==> src/rtl/uart_shift_transceiver_if.sv <==
// Host-side bundle for uart_shift_transceiver: transmit strobe/busy,
// receive ready/clear handshake and the received-byte accumulator.
interface uart_shift_transceiver_if #(
  parameter int unsigned DATA_WIDTH = 640
);
  logic [7:0]            din;
  logic                  wr_en;
  logic                  tx_busy;
  logic                  rdy;
  logic                  rdy_clr;
  logic [7:0]            dout;
  logic [DATA_WIDTH-1:0] acc_data;
  logic                  acc_clr;

  modport master (
    output din, wr_en, rdy_clr, acc_clr,
    input  tx_busy, rdy, dout, acc_data
  );

  modport slave (
    input  din, wr_en, rdy_clr, acc_clr,
    output tx_busy, rdy, dout, acc_data
  );
endinterface

==> src/rtl/uart_shift_transceiver.sv <==
// 8N1 UART transceiver. Valid received bytes are delivered on a ready/clear
// handshake and shifted into a wide accumulator (newest byte in [7:0]).
module uart_shift_transceiver #(
  parameter int unsigned CLK_HZ     = 50_000_000,
  parameter int unsigned BAUD       = 115200,
  parameter int unsigned DATA_WIDTH = 640
) (
  input  logic                    clock,
  input  logic                    reset,
  input  logic                    rx,
  output logic                    tx,
  uart_shift_transceiver_if.slave bus
);

  localparam int unsigned BIT_CYC  = CLK_HZ / BAUD;
  localparam int unsigned HALF_CYC = BIT_CYC / 2;
  localparam int unsigned CNT_W    = (BIT_CYC > 2) ? $clog2(BIT_CYC) : 1;

  localparam logic [1:0] IDLE  = 2'd0;
  localparam logic [1:0] START = 2'd1;
  localparam logic [1:0] DATA  = 2'd2;
  localparam logic [1:0] STOP  = 2'd3;

  // ---------------------------------------------------------------------------
  // Transmitter
  // ---------------------------------------------------------------------------
  logic [1:0]       tx_state_q, tx_state_d;
  logic [CNT_W-1:0] tx_cnt_q,   tx_cnt_d;
  logic [2:0]       tx_bit_q,   tx_bit_d;
  logic [7:0]       tx_shift_q, tx_shift_d;
  logic             tx_q,       tx_d;
  logic             tx_busy_q,  tx_busy_d;
  logic             tx_wrap_c;

  assign tx_wrap_c = (tx_cnt_q == CNT_W'(BIT_CYC - 1));

  always_ff @(posedge clock or negedge reset) begin
    if (!reset) begin
      tx_state_q <= IDLE;
      tx_cnt_q   <= '0;
      tx_bit_q   <= '0;
      tx_shift_q <= '0;
      tx_q       <= 1'b1;
      tx_busy_q  <= 1'b0;
    end else begin
      tx_state_q <= tx_state_d;
      tx_cnt_q   <= tx_cnt_d;
      tx_bit_q   <= tx_bit_d;
      tx_shift_q <= tx_shift_d;
      tx_q       <= tx_d;
      tx_busy_q  <= tx_busy_d;
    end
  end

  // Line level and busy are computed one cycle ahead so both leave a flop.
  always_comb begin
    tx_state_d = tx_state_q;
    tx_cnt_d   = tx_cnt_q;
    tx_bit_d   = tx_bit_q;
    tx_shift_d = tx_shift_q;
    tx_d       = tx_q;
    tx_busy_d  = tx_busy_q;

    case (tx_state_q)
      IDLE: begin
        tx_cnt_d = '0;
        if (bus.wr_en && !tx_busy_q) begin
          tx_state_d = START;
          tx_shift_d = bus.din;
          tx_d       = 1'b0;
          tx_busy_d  = 1'b1;
        end
      end
      START: begin
        tx_cnt_d = tx_wrap_c ? '0 : tx_cnt_q + CNT_W'(1);
        if (tx_wrap_c) begin
          tx_state_d = DATA;
          tx_bit_d   = '0;
          tx_d       = tx_shift_q[0];
        end
      end
      DATA: begin
        tx_cnt_d = tx_wrap_c ? '0 : tx_cnt_q + CNT_W'(1);
        if (tx_wrap_c) begin
          tx_shift_d = {1'b0, tx_shift_q[7:1]};
          if (tx_bit_q == 3'd7) begin
            tx_state_d = STOP;
            tx_d       = 1'b1;
          end else begin
            tx_bit_d = tx_bit_q + 3'd1;
            tx_d     = tx_shift_q[1];
          end
        end
      end
      STOP: begin
        tx_cnt_d = tx_wrap_c ? '0 : tx_cnt_q + CNT_W'(1);
        if (tx_wrap_c) begin
          tx_state_d = IDLE;
          tx_busy_d  = 1'b0;
        end
      end
    endcase
  end

  assign tx          = tx_q;
  assign bus.tx_busy = tx_busy_q;

  // ---------------------------------------------------------------------------
  // Receiver
  // ---------------------------------------------------------------------------
  logic                  rx_s1_q, rx_s2_q;
  logic [1:0]            rx_state_q, rx_state_d;
  logic [CNT_W-1:0]      rx_cnt_q,   rx_cnt_d;
  logic [2:0]            rx_bit_q,   rx_bit_d;
  logic [7:0]            rx_shift_q, rx_shift_d;
  logic                  rdy_q,      rdy_d;
  logic [7:0]            dout_q,     dout_d;
  logic [DATA_WIDTH-1:0] acc_q,      acc_d;
  logic                  rx_half_c, rx_wrap_c, rx_done_c;

  assign rx_half_c = (rx_cnt_q == CNT_W'(HALF_CYC - 1));
  assign rx_wrap_c = (rx_cnt_q == CNT_W'(BIT_CYC - 1));

  // Two-flop synchronizer resets to the idle line level.
  always_ff @(posedge clock or negedge reset) begin
    if (!reset) begin
      rx_s1_q <= 1'b1;
      rx_s2_q <= 1'b1;
    end else begin
      rx_s1_q <= rx;
      rx_s2_q <= rx_s1_q;
    end
  end

  always_ff @(posedge clock or negedge reset) begin
    if (!reset) begin
      rx_state_q <= IDLE;
      rx_cnt_q   <= '0;
      rx_bit_q   <= '0;
      rx_shift_q <= '0;
      rdy_q      <= 1'b0;
      dout_q     <= '0;
      acc_q      <= '0;
    end else begin
      rx_state_q <= rx_state_d;
      rx_cnt_q   <= rx_cnt_d;
      rx_bit_q   <= rx_bit_d;
      rx_shift_q <= rx_shift_d;
      rdy_q      <= rdy_d;
      dout_q     <= dout_d;
      acc_q      <= acc_d;
    end
  end

  always_comb begin
    rx_state_d = rx_state_q;
    rx_cnt_d   = rx_cnt_q;
    rx_bit_d   = rx_bit_q;
    rx_shift_d = rx_shift_q;
    rx_done_c  = 1'b0;

    case (rx_state_q)
      IDLE: begin
        rx_cnt_d = '0;
        if (!rx_s2_q) begin
          rx_state_d = START;
        end
      end
      // Mid-start-bit check: a line already back high was only a glitch.
      START: begin
        rx_cnt_d = rx_half_c ? '0 : rx_cnt_q + CNT_W'(1);
        if (rx_half_c) begin
          rx_bit_d   = '0;
          rx_state_d = rx_s2_q ? IDLE : DATA;
        end
      end
      DATA: begin
        rx_cnt_d = rx_wrap_c ? '0 : rx_cnt_q + CNT_W'(1);
        if (rx_wrap_c) begin
          rx_shift_d = {rx_s2_q, rx_shift_q[7:1]};
          if (rx_bit_q == 3'd7) begin
            rx_state_d = STOP;
          end else begin
            rx_bit_d = rx_bit_q + 3'd1;
          end
        end
      end
      STOP: begin
        rx_cnt_d = rx_wrap_c ? '0 : rx_cnt_q + CNT_W'(1);
        if (rx_wrap_c) begin
          rx_state_d = IDLE;
          rx_done_c  = rx_s2_q;
        end
      end
    endcase
  end

  // A completing byte beats rdy_clr; acc_clr beats a completing byte.
  always_comb begin
    rdy_d  = rx_done_c | (rdy_q & ~bus.rdy_clr);
    dout_d = rx_done_c ? rx_shift_q : dout_q;
    if (bus.acc_clr) begin
      acc_d = '0;
    end else if (rx_done_c) begin
      acc_d = {acc_q[DATA_WIDTH-9:0], rx_shift_q};
    end else begin
      acc_d = acc_q;
    end
  end

  assign bus.rdy      = rdy_q;
  assign bus.dout     = dout_q;
  assign bus.acc_data = acc_q;

endmodule

==> src/flat_wrapper.sv <==
// flat-port wrapper written by rule: the top's interface ports become plain ports
module uart_shift_transceiver_flat 
#(
  parameter int unsigned CLK_HZ     = 50_000_000,
  parameter int unsigned BAUD       = 115200,
  parameter int unsigned DATA_WIDTH = 640
)
  (clock, reset, rx, tx, bus_din, bus_wr_en, bus_rdy_clr, bus_acc_clr, bus_tx_busy, bus_rdy, bus_dout, bus_acc_data);
  uart_shift_transceiver_if #(.DATA_WIDTH(DATA_WIDTH)) bus_i ();
  input  logic clock;
  input  logic reset;
  input  logic rx;
  output logic tx;
  input wire logic [$bits(bus_i.din)-1:0] bus_din;
  input wire logic [$bits(bus_i.wr_en)-1:0] bus_wr_en;
  input wire logic [$bits(bus_i.rdy_clr)-1:0] bus_rdy_clr;
  input wire logic [$bits(bus_i.acc_clr)-1:0] bus_acc_clr;
  output wire logic [$bits(bus_i.tx_busy)-1:0] bus_tx_busy;
  output wire logic [$bits(bus_i.rdy)-1:0] bus_rdy;
  output wire logic [$bits(bus_i.dout)-1:0] bus_dout;
  output wire logic [$bits(bus_i.acc_data)-1:0] bus_acc_data;
  assign bus_i.din = bus_din;
  assign bus_i.wr_en = bus_wr_en;
  assign bus_i.rdy_clr = bus_rdy_clr;
  assign bus_i.acc_clr = bus_acc_clr;
  assign bus_tx_busy = bus_i.tx_busy;
  assign bus_rdy = bus_i.rdy;
  assign bus_dout = bus_i.dout;
  assign bus_acc_data = bus_i.acc_data;
  uart_shift_transceiver #(.CLK_HZ(CLK_HZ), .BAUD(BAUD), .DATA_WIDTH(DATA_WIDTH)) u_core (.clock(clock), .reset(reset), .rx(rx), .tx(tx), .bus(bus_i));
endmodule
==> config.mk <==
export PLATFORM = sky130hd
export DESIGN_NAME = uart_shift_transceiver_flat
export DESIGN_NICKNAME = d
export VERILOG_FILES = /design/src/rtl/uart_shift_transceiver_if.sv /design/src/rtl/uart_shift_transceiver.sv /design/src/flat_wrapper.sv
export SDC_FILE = /design/constraint.sdc
export NUM_CORES = 1
export LEC_CHECK = 0
export BUFFER_PORTS_ARGS = -buffer_cell sky130_fd_sc_hd__buf_2
export CAP_MARGIN = 20
export CORE_ASPECT_RATIO = 0.5
export CORE_MARGIN = 2
export CORE_UTILIZATION = 30
export DETAILED_ROUTE_END_ITERATION = 8
export PLACE_DENSITY = 0.5
export RECOVER_POWER = 50
export SLEW_MARGIN = 20
export SYNTH_ARGS = -nofsm -noshare
export SYNTH_HDL_FRONTEND = slang
export SYNTH_SLANG_ARGS = --single-unit
==> constraint.sdc <==
create_clock -name clock -period 2.3 [get_ports clock]
set_input_delay 0.46 -clock clock [delete_from_list [all_inputs] [get_ports clock]]
set_output_delay 0.46 -clock clock [all_outputs]
set_load 0.005 [all_outputs]
# After elaboration in Yosys (flattened, before gate mapping)
# Cells that the tools add are included.
# totals
inputBits	14
output_inout_bits	651
wordCells	106
reg_bits	697
# op_classes
n_addsub	4
reduce_logical	20
n_bitwise	3
n_mux	41
n_eq_ne	23
# ops
operator	n
2-to-1 mux 640 bit	2
2-to-1 mux 9 bit	3
case mux 9 bit (3 select lines)	1
2-to-1 mux 2 bit	11
adder 9 x 1 -> 9 bit (second input constant)	2
equality test 9 bit (second input constant)	2
2-to-1 mux 3 bit	6
inequality test 2 x 1 -> 1 bit (second input constant)	9
case mux 9 bit (2 select lines)	1
2-to-1 mux 8 bit	2
case mux 2 bit (4 select lines)	2
case mux 8 bit (2 select lines)	1
case mux 3 bit (2 select lines)	2
AND reduction 4 bit	3
AND reduction 5 bit	2
nonzero test 2 bit	5
equality test 9 x 8 -> 1 bit (second input constant)	1
equality test 2 bit (second input constant)	4
2-to-1 mux 1 bit	8
adder 3 x 1 -> 3 bit (second input constant)	2
equality test 3 bit (second input constant)	2
inequality test 2 bit (second input constant)	3
AND reduction 3 bit	2
equality test 2 x 1 -> 1 bit (second input constant)	2
other kinds (12)	13

# Logic depth before layout (Yosys ltp)
# Gate-level depths: netlist of the first run.
# depth
ltp_word	5
mapped_depth	9
mapped_depth_nobuf	6

# Least setup slack after synthesis of the first run
# Ideal clock, no wire load.
# synth_timing
kind	reg2reg
start	register u_core.tx_state_q[0]
end	register u_core.tx_shift_q[0]
setup_ps	65
path_stages_with_launch	6
period_less_slack_ps	1823
arrival_time_ps	1758
n_path_buf	0
t_required_ps	2235
setup_slack_ps	477
cell_sequence	dfrtp_1 > inv_1 > ha_1 > nor4b_1 > a31o_2 > o221a_2
# synth_via
elab_chain_cells	3
elab_cells_between_ends	7
classes_between	eq/ne (3); mux (1); reduce/logical (3)
# synth_rtl
item	line	source
start, declared	uart_shift_transceiver.sv:27	logic [1:0] tx_state_q, tx_state_d;
start signal, assigned	uart_shift_transceiver.sv:46	tx_state_q <= tx_state_d;
equality test 2 bit or zero test 2 bit (tied branches)	uart_shift_transceiver.sv:64	case (tx_state_q)
inequality test 2 x 1 -> 1 bit (no line) or nonzero test 2 bit (tied branches)	--	
AND reduction 3 bit (no line)	--	
end signal, assigned	uart_shift_transceiver.sv:49	tx_shift_q <= tx_shift_d;
end, declared	uart_shift_transceiver.sv:30	logic [7:0] tx_shift_q, tx_shift_d;
# Several ways; a longest one is shown, not always the timed one.
# A chain may end at the register's enable or synchronous reset.

# Final worst setup path of the first run
# layout_timing
start	register u_core.rx_cnt_q[1]
end	register u_core.acc_q[173] (netlist: u_core.bus.acc_data[173])
# layout_via
elab_chain_cells	4
# layout_rtl
item	line	source
start, declared	uart_shift_transceiver.sv:113	logic [CNT_W-1:0] rx_cnt_q, rx_cnt_d;
start signal, assigned	uart_shift_transceiver.sv:146	rx_cnt_q <= rx_cnt_d;
equality test 9 bit	uart_shift_transceiver.sv:122	assign rx_wrap_c = (rx_cnt_q == CNT_W'(BIT_CYC - 1));
2-to-1 mux 1 bit	uart_shift_transceiver.sv:190	if (rx_wrap_c) begin
2-to-1 mux 1 bit	uart_shift_transceiver.sv:162	case (rx_state_q)
nonzero test 2 bit (no line)	--	
end signal, assigned	uart_shift_transceiver.sv:143	acc_q <= '0;
end signal, assigned	uart_shift_transceiver.sv:151	acc_q <= acc_d;
end, declared	uart_shift_transceiver.sv:118	logic [DATA_WIDTH-1:0] acc_q, acc_d;
# Every way passes these cells.

==> out/metrics.cfg, run 1 <==
[outcome]
status=completed

[worst_setup_path]
crit_chain=inv_1, ha_1, and4bb_4, and3_4, buf_12, buf_12, nand2_1, a21oi_1
regToRegSetupSlack_ns=0.25
crit_arrival_ns=2.62
slowest_stage=dfrtp_1
reg2reg_from=u_core.rx_cnt_q[1]$_DFF_PN0_
path_max_fanout=55
worst-r2r-cell-count=8
critPathMaxStageDelay_ns=0.39
endpoint_kind=register
crit_required_ns=2.87
setup.worst_path.start_class=register
criticalPathCategory=reg -> reg
path_common_cell=buf_12
regToRegEndpoint=u_core.bus.acc_data[173]$_DFFE_PN0P_

[route]
first_pass_iters=5
ant_nets=0
num_vias=23200
drt_iter0_markers=1981
wl_per_cell_um=19.2
routed_via_density=4.68
wl_mm=95.3
drc_errors=0

[final_layout]
drive_gt1_share_pct=17.1
diodes=0
final_common_cell=nand2_1
finalNetCount=3673
area_growth_pct=24.4
most-common-layout-cells=nand2_1, dfrtp_1, a21oi_1

[cts]
cts_made_buffers=69
post-cts-setup-buffers=0
clkSinkCount=697
ctsLongestPathBuffers=3
cts_tree=done
h-tree-depth=3
clk_pin_slew_ns=0.07
cts-root-buf=clkbuf_16
clk_latency_ns=0.66

[grt]
grt_start_max_net_pins=104
gr-total-overflow=0
grt_pass1_vias=21800
grt.total_usage_pct=18.9
grt_antenna_before_repair=0
grt_pass1_wl_mm=141

[die]
die-area_sq_mm=0.0963
dieHeight_um=220
start_util_pct=30.3
pin_count=665
core_sq_mm=0.0929
fp.dieW_um=437
placement_rows=79

[min_path]
hold_path_startpoint=bus_wr_en
hp-class=in -> reg
hold_depth=3
min_to=u_core.bus.tx_busy$_DFFE_PN0P_

[sta]
hold_slack_ns=0.125
report.final.slew_viol_count=0
finalHoldViolCount=0
fmax_mhz=489
rsz0062_at_grt=no
final-setup-viol-count=0
fin_crit_sh_pct=89.0
fin_skew_ns=0.0283
finalSetupTns_ns=0
worst_slack_ns=0.254
min_period_ns=2.05
relSlewSlack_pct=2.17
worst_pin_slew_ns=1.47

[synth]
synth_edf_count=0
ys_ff_latch=697
syn_area_sq_mm=0.0281
synth-main-ff-cell=dfrtp_1
async_flop_share_pct=100
synthesis.instances=3023
syn_avg_cell_area_sq_um=9.30
ys_seq_area_share_pct=62.0
ys_warn_count=0
synth_nets=3051
synth.distinct_cells=47

[placement]
hpwl_mm=66.8
place_congestion=0.865
place_ws_ns=0.256
portBuffers=664

[power_and_ir_drop]
p_per_area_mw_per_mm2=715
ir_drop_mv=0.487
power_leakage_uw=0.0158

[run]
cap_violations=0

-- registers in the layout, summed over array words and instances, names as in the netlist, 2 cells and up, named ones only --
signal               cells
u_core.bus.acc_data    640
u_core.rx_cnt_q          9
u_core.tx_cnt_q          9
u_core.bus.dout          8
u_core.rx_shift_q        8
u_core.tx_shift_q        8
u_core.rx_bit_q          3
u_core.tx_bit_q          3
u_core.tx_state_q        2
-- metrics by stage --
step	cell area, sq um	std cells	util [%]	power (uW)
final	35000	4953	37.7	25000
after global routing	35000	4953	37.7	25900
after CTS	35500	4953	38.2	25400
after detailed placement	33000	4826	35.6	13100
after global placement	33000	4826	35.6	13100
after floorplan	28100	3023	-	12600
-- area by class of cell --
type | count | area, sq um
inverter | 11 | 41.3
multi-input combinational | 2097 | 9280
clock buffer | 104 | 2060
clock inverter | 20 | 328
fill | 9738 | 57900
sequential | 697 | 17400
tap | 1255 | 1570
timing repair buffer | 769 | 4250
-- cells in the mapped netlist (2+ instances only) --
master,n,share of area [%]
and3_1,5,0.11
a21oi_2,10,0.31
xor2_1,6,0.19
buf_8,2,0.11
o221a_2,7,0.28
nand3_1,14,0.25
clkbuf_1,76,1.0
dfstp_2,3,0.28
o21ai_0,12,0.21
a31oi_1,2,0.044
nand2_1,1303,17
or2b_1,6,0.16
buf_4,15,0.40
nor3_1,2,0.036
and4b_1,2,0.071
mux2_2,9,0.36
and2_1,2,0.044
nor2_1,27,0.36
mux2i_1,2,0.071
a21oi_1,635,11
dfrtp_1,694,62
nand2b_1,2,0.044
nor4b_1,2,0.062
nand4b_1,3,0.093
o221ai_1,2,0.062
buf_6,50,2.0
ha_1,14,0.62
nor2b_1,2,0.044
xnor2_1,7,0.22
buf_2,75,1.3
inv_1,11,0.15
o2bb2ai_1,2,0.062
nand4_1,5,0.11
-- metal layers --
metal / GRT usage [%] / part of all wire, % / vias up
met3: 3.04 / 3.6 / 191
li1: - / - / 11100
met2: 31.5 / 50 / 586
met5: 0 / 0 / -
met1: 24.0 / 41 / 11300
met4: 9.74 / 5.2 / 0
-- worst max-delay path by stage --
stage                                                end  cells past startpoint                             start
floorplan               u_core.tx_shift_q[0]$_DFFE_PN0P_                      5  u_core.tx_state_q[0]$_DFFE_PN0P_
global placement    u_core.bus.acc_data[438]$_DFFE_PN0P_                      7      u_core.rx_cnt_q[1]$_DFF_PN0_
detailed placement  u_core.bus.acc_data[173]$_DFFE_PN0P_                      8      u_core.rx_cnt_q[1]$_DFF_PN0_
CTS                 u_core.bus.acc_data[214]$_DFFE_PN0P_                      8      u_core.rx_cnt_q[1]$_DFF_PN0_
global route        u_core.bus.acc_data[522]$_DFFE_PN0P_                      3                             reset
finish              u_core.bus.acc_data[173]$_DFFE_PN0P_                      8      u_core.rx_cnt_q[1]$_DFF_PN0_
-- worst max-delay path, delay by kind of cell, from the launching register on --
kind            cells  cell delay, ns
simple gates        3            0.70
compound gates      1            0.13
flops               1            0.39
buf+inv             3            0.54
fa+ha+maj           1            0.14
-- where the power goes --
part,internal [uW],switching (uW),total (uW)
Combinational,101,464,565
Sequential,12300,1.88,12300
Clock,6950,5230,12200
Total,19300,5700,25000
-- what timing repair did --
| action | in CTS | in global routing |
|---|---|---|
| hold endpoints to repair | 77 | 0 |
| resized for setup | 0 | 0 |
| hold buffers | 3 | 0 |
-- cell families (layout without fill, tap and decap cells) --
family | Yosys count | count (layout) | synth area share, %
compound gates | 676 | 676 | 12.4
xor+xnor | 13 | 13 | 0.405
fa+ha+maj | 14 | 14 | 0.623
buf+inv | 229 | 904 | 5.01
flops | 697 | 697 | 62.0
mux | 11 | 11 | 0.432
simple gates | 1383 | 1383 | 19.0
Note: power is estimated with default switching activity, not from simulation.
==> inputs of run 2 (changes only) <==
- ABC_AREA: unset -> 1
==> out/metrics.cfg, run 2 <==
[outcome]
status=completed

[grt]
grt_pass1_wl_mm=144
gr-total-overflow=0
gr-usage-met1_pct=21.5
gr-usage-met2_pct=33.9
use_met3_pct=3.37
grt_pass1_vias=23400
grt_busiest_layer=met2
grt_antenna_before_repair=1
grt.total_usage_pct=18.9
grt_start_max_net_pins=117

[sta]
worst_pin_slew_ns=1.39
finalHoldViolCount=0
fmax_mhz=486
rsz0062_at_grt=no
report.final.slew_viol_count=0
finalSetupTns_ns=0
min_period_ns=2.06
hold_slack_ns=0.102
fin_crit_sh_pct=89.5
relSlewSlack_pct=7.43
fin_skew_ns=0.0139
final-setup-viol-count=0

[cts]
post-cts-setup-buffers=0
clk_latency_ns=0.64
clkSinkCount=697
cts-root-buf=clkbuf_16
clk_pin_slew_ns=0.07
h-tree-depth=3
cts_made_buffers=70
cts_tree=done
ctsLongestPathBuffers=3

[final_layout]
finalNetCount=4027
drive_gt1_share_pct=17.2
largest_reg_flops=640
final_area_sq_mm=0.0360
diodes=0
most-common-layout-cells=nand2_1, dfrtp_1, o21ai_0
final_common_cell=nand2_1
final_util_pct=37.8
area_growth_pct=25.1

[power_and_ir_drop]
power_uw=24600
p_per_area_mw_per_mm2=683
power_leakage_uw=0.0198
ir_drop_mv=0.396

[route]
routed_via_density=4.51
drt_iter0_markers=1860
drc_errors=0
ant_nets=0
num_vias=24000
first_pass_iters=5
wl_mm=95.6
wl_per_cell_um=18.0

[worst_setup_path]
setup.worst_path.start_class=register
path_common_cell=nand2_1
worst-r2r-cell-count=12
crit_required_ns=2.86
endpoint_kind=register
crit_arrival_ns=2.61
critPathMaxStageDelay_ns=0.39
crit_chain=inv_1, ha_1, nand2_1, nor3_1, nand2_1, inv_2, nand2_8, inv_8, buf_12, buf_12, nand2_1, o21ai_0
criticalPathCategory=reg -> reg
regToRegSetupSlack_ns=0.24
path_max_fanout=32
slowest_stage=dfrtp_1

[placement]
place_congestion=0.854
placed_area_sq_mm=0.0342
portBuffers=664
hpwl_mm=69.0

[synth]
syn_avg_cell_area_sq_um=8.57
syn_area_sq_mm=0.0288
ys_ff_latch=697
yosysTopAreaCell=dfrtp_1
synth_nets=3388
ys_seq_area_share_pct=60.6
synth.most_common_cell=nand2_1
synth_area_leaders=dfrtp_1, nand2_1, o21ai_0, inv_1, nand3_1
synth_edf_count=0
synth.distinct_cells=34
synthesis.instances=3360
ys_warn_count=0
async_flop_share_pct=100
synth.top_cell.area_share_pct=60.3
synth_commonest_cells=nand2_1, dfrtp_1, o21ai_0
synth-main-ff-cell=dfrtp_1

[die]
die-area_sq_mm=0.0987
fp.dieW_um=442
dieHeight_um=223
placement_rows=80
core_sq_mm=0.0952
pin_count=665
start_util_pct=30.3

[min_path]
hp-class=in -> reg
hold_depth=3

[run]
cap_violations=0

[run 2: cell types whose count changed after synthesis, sizes merged, moves of 7 or more]
cell	change
a21oi	-638
buf	-30
clkbuf	+29
inv	+291
mux2	-9
nand2	+54
nand3	+119
nor3	+10
o21ai	+559
o221a	-7
[run 2: power breakdown]
group	switching (uW)	total, uW	internal, uW
logic	463	565	102
clock network	5120	11800	6660
registers	0.694	12300	12300
total	5590	24600	19000
[run 2: cells by family (layout without fill, tap and decap cells)]
| kind of cell | after synthesis | count (layout) | synth area share [%] |
|---|---|---|---|
| flip-flops | 697 | 697 | 60.6 |
| AO/OA/AOI/OAI | 585 | 585 | 10.2 |
| buffers and inverters | 520 | 1210 | 7.59 |
| XOR/XNOR | 3 | 3 | 0.0912 |
| adder cells (fa/ha/maj) | 14 | 14 | 0.608 |
| AND/OR/NAND/NOR | 1541 | 1541 | 20.9 |
[run 2: final cells by class]
class / count / area [sq um]
clock buffer: 103 / 2060
clock inverter: 20 / 216
fill: 9975 / 59200
inverter: 303 / 1150
multi-input combinational: 2143 / 9180
sequential: 697 / 17400
tap: 1271 / 1590
timing repair buffer: 784 / 4380
[run 2: what timing repair did]
action,4_1_cts,5_1_grt
endpoints found under the setup margin,0,11
gates resized for setup,0,2
hold endpoints to repair,63,0
hold buffers,3,0
[run 2: critical path, delay by kind of cell, from the launching register on]
kind                       cells  cell delay [ns]
AOI/OAI and AO/OA              1             0.08
and+or+nand+nor                5             0.52
buffers and inverters          5             0.78
DFF                            1             0.39
adders and majority gates      1             0.16
[run 2: worst paths after layout]
kind,endpoint,from
worst max-delay path,u_core.bus.acc_data[130]$_DFFE_PN0P_,u_core.rx_cnt_q[1]$_DFF_PN0_
worst min-delay path,u_core.tx_shift_q[7]$_DFFE_PN0P_,bus_din[7]
worst max register to register,u_core.bus.acc_data[130]$_DFFE_PN0P_,u_core.rx_cnt_q[1]$_DFF_PN0_
worst min register to register,u_core.rx_s2_q$_DFF_PN1_,u_core.rx_s1_q$_DFF_PN1_
max in group asynchronous,u_core.bus.acc_data[567]$_DFFE_PN0P_,reset
min in group asynchronous,u_core.bus.acc_data[273]$_DFFE_PN0P_,reset
[run 2: metrics by stage]
stage / worst slack, ns / cells
4_1_cts: 0.166 / 5321
6_report: 0.241 / 5321
5_1_grt: 0.0289 / 5321
3_5_place_dp: 0.178 / 5195
3_3_place_gp: 0.233 / 5195
2_1_floorplan: 0.653 / 3360
[run 2: metal layers]
metal,routed length [um],share of wire [%]
met4,5730,6.0
met3,3080,3.2
met1,36700,38
met5,0,0
met2,50000,52
==> inputs of run 3 (changes only) <==
- CORE_UTILIZATION: 30 -> 54
- PLACE_DENSITY: 0.5 -> 0.8
==> out/metrics.cfg, run 3 (synthesis gave the netlist of run 2 again) <==
[die]
pin_count=665
placement_rows=59
die-area_sq_mm=0.0553
start_util_pct=55.0
core_sq_mm=0.0523
dieHeight_um=167
fp.dieW_um=331

[sta]
fin_crit_sh_pct=93.2
fin_skew_ns=0.0230
finalHoldViolCount=0
report.final.slew_viol_count=0
rsz0062_at_grt=no
worst_slack_ns=0.156
fmax_mhz=467
final-setup-viol-count=0
min_period_ns=2.14
worst_pin_slew_ns=1.26
finalSetupTns_ns=0
relSlewSlack_pct=16.1

[cts]
clk_pin_slew_ns=0.07
clk_latency_ns=0.61
clkSinkCount=697
post-cts-setup-buffers=0
cts_tree=done
cts_made_buffers=59
h-tree-depth=2
ctsLongestPathBuffers=3
cts-root-buf=clkbuf_16

[grt]
grt_pass1_vias=24000
grt_antenna_before_repair=1
grt_pass1_wl_mm=133
gr-total-overflow=0
grt.total_usage_pct=30.3
grt_start_max_net_pins=109

[min_path]
hp-class=in -> reg
hold_depth=3

[placement]
hpwl_mm=59.4
place_congestion=0.963
portBuffers=664
place_ws_ns=0.102

[worst_setup_path]
slowest_stage=dfrtp_1
cp_num_buf_inv=4
cp.depth=11
worst-r2r-cell-count=11
crit_required_ns=2.81
crit_arrival_ns=2.65
setup.worst_path.start_class=register
path_max_fanout=33
crit_chain=inv_1, ha_1, nand2_1, nor3_1, nand2_1, inv_2, nand2_8, inv_8, buf_4, nand2_1, o21ai_0
path_common_cell=nand2_1
critPathMaxStageDelay_ns=0.41
endpoint_kind=register
criticalPathCategory=reg -> reg
path_delay_family=buffers and inverters

[route]
wl_per_cell_um=18.1
routed_via_density=5.32
ant_nets=0
drc_errors=0
drt_iter0_markers=2592
num_vias=25000
first_pass_iters=6
wl_mm=84.9

[power_and_ir_drop]
power_uw=23000
ir_drop_mv=0.591
power_leakage_uw=0.0194
p_per_area_mw_per_mm2=664

[final_layout]
area_growth_pct=20.3
final_common_cell=nand2_1
most-common-layout-cells=nand2_1, dfrtp_1, o21ai_0
largest_reg_flops=640
drive_gt1_share_pct=16.1
finalNetCount=3986

[run]
cap_violations=0

[outcome]
status=completed

==> run 3: repair_timing <==
action | in CTS | in global routing
endpoints found under the hold margin | 38 | 0
hold buffers | 3 | 0
gates resized for setup | 0 | 3
setup endpoints to repair | 0 | 25
==> run 3: area by class of cell <==
class	instances	area, sq um
Multi-Input combinational cell	2143	9180
Clock inverter	14	174
Timing Repair Buffer	754	4070
Clock buffer	88	1740
Antenna cell	1	2.50
Sequential cell	697	17400
Fill cell	4355	17700
Inverter	303	1150
Tap cell	701	877
==> run 3: per-stage QoR <==
step	util (%)	cell area [sq um]	std cells	hold slack [ns]
6_report	66.2	34600	4701	0.130
5_1_grt	66.2	34600	4701	0.103
4_1_cts	66.9	35000	4700	0.0993
3_5_place_dp	63.2	33100	4595	0.348
3_3_place_gp	63.2	33100	4595	0.347
2_1_floorplan	-	28800	3360	0.164
==> run 3: power breakdown <==
part	leakage, uW	switching (uW)	internal, uW
sequential	0.00969	0.656	12300
clock	0.000948	4540	5620
combinational	0.00877	447	115
total	0.0194	4990	18000
==> run 3: final timing paths <==
kind,end,start,slack [ns]
setup / recovery,u_core.bus.acc_data[110]$_DFFE_PN0P_,u_core.rx_cnt_q[1]$_DFF_PN0_,0.16
hold / removal,u_core.tx_shift_q[7]$_DFFE_PN0P_,bus_din[7],0.13
setup reg to reg,u_core.bus.acc_data[110]$_DFFE_PN0P_,u_core.rx_cnt_q[1]$_DFF_PN0_,0.16
hold reg to reg,u_core.rx_s2_q$_DFF_PN1_,u_core.rx_s1_q$_DFF_PN1_,0.35
max in group asynchronous,u_core.bus.acc_data[6]$_DFFE_PN0P_,reset,0.28
min in group asynchronous,u_core.bus.acc_data[224]$_DFFE_PN0P_,reset,0.37
==> run 3: metal layers <==
| metal | track usage [%] | share of wire [%] | up-vias | wire length (um) |
|---|---|---|---|---|
| li1 | - | - | 11700 | - |
| met1 | 39.0 | 39 | 12100 | 33500 |
| met2 | 48.3 | 47 | 946 | 40200 |
| met3 | 4.63 | 5.3 | 315 | 4500 |
| met4 | 19.8 | 7.8 | 0 | 6660 |
| met5 | 0 | 0 | - | 0 |
==> run 3: tightest hold or removal path, stage by stage <==
cell	delay (ns)
buf_2	0.10
nand2_1	0.05
o21ai_0	0.07
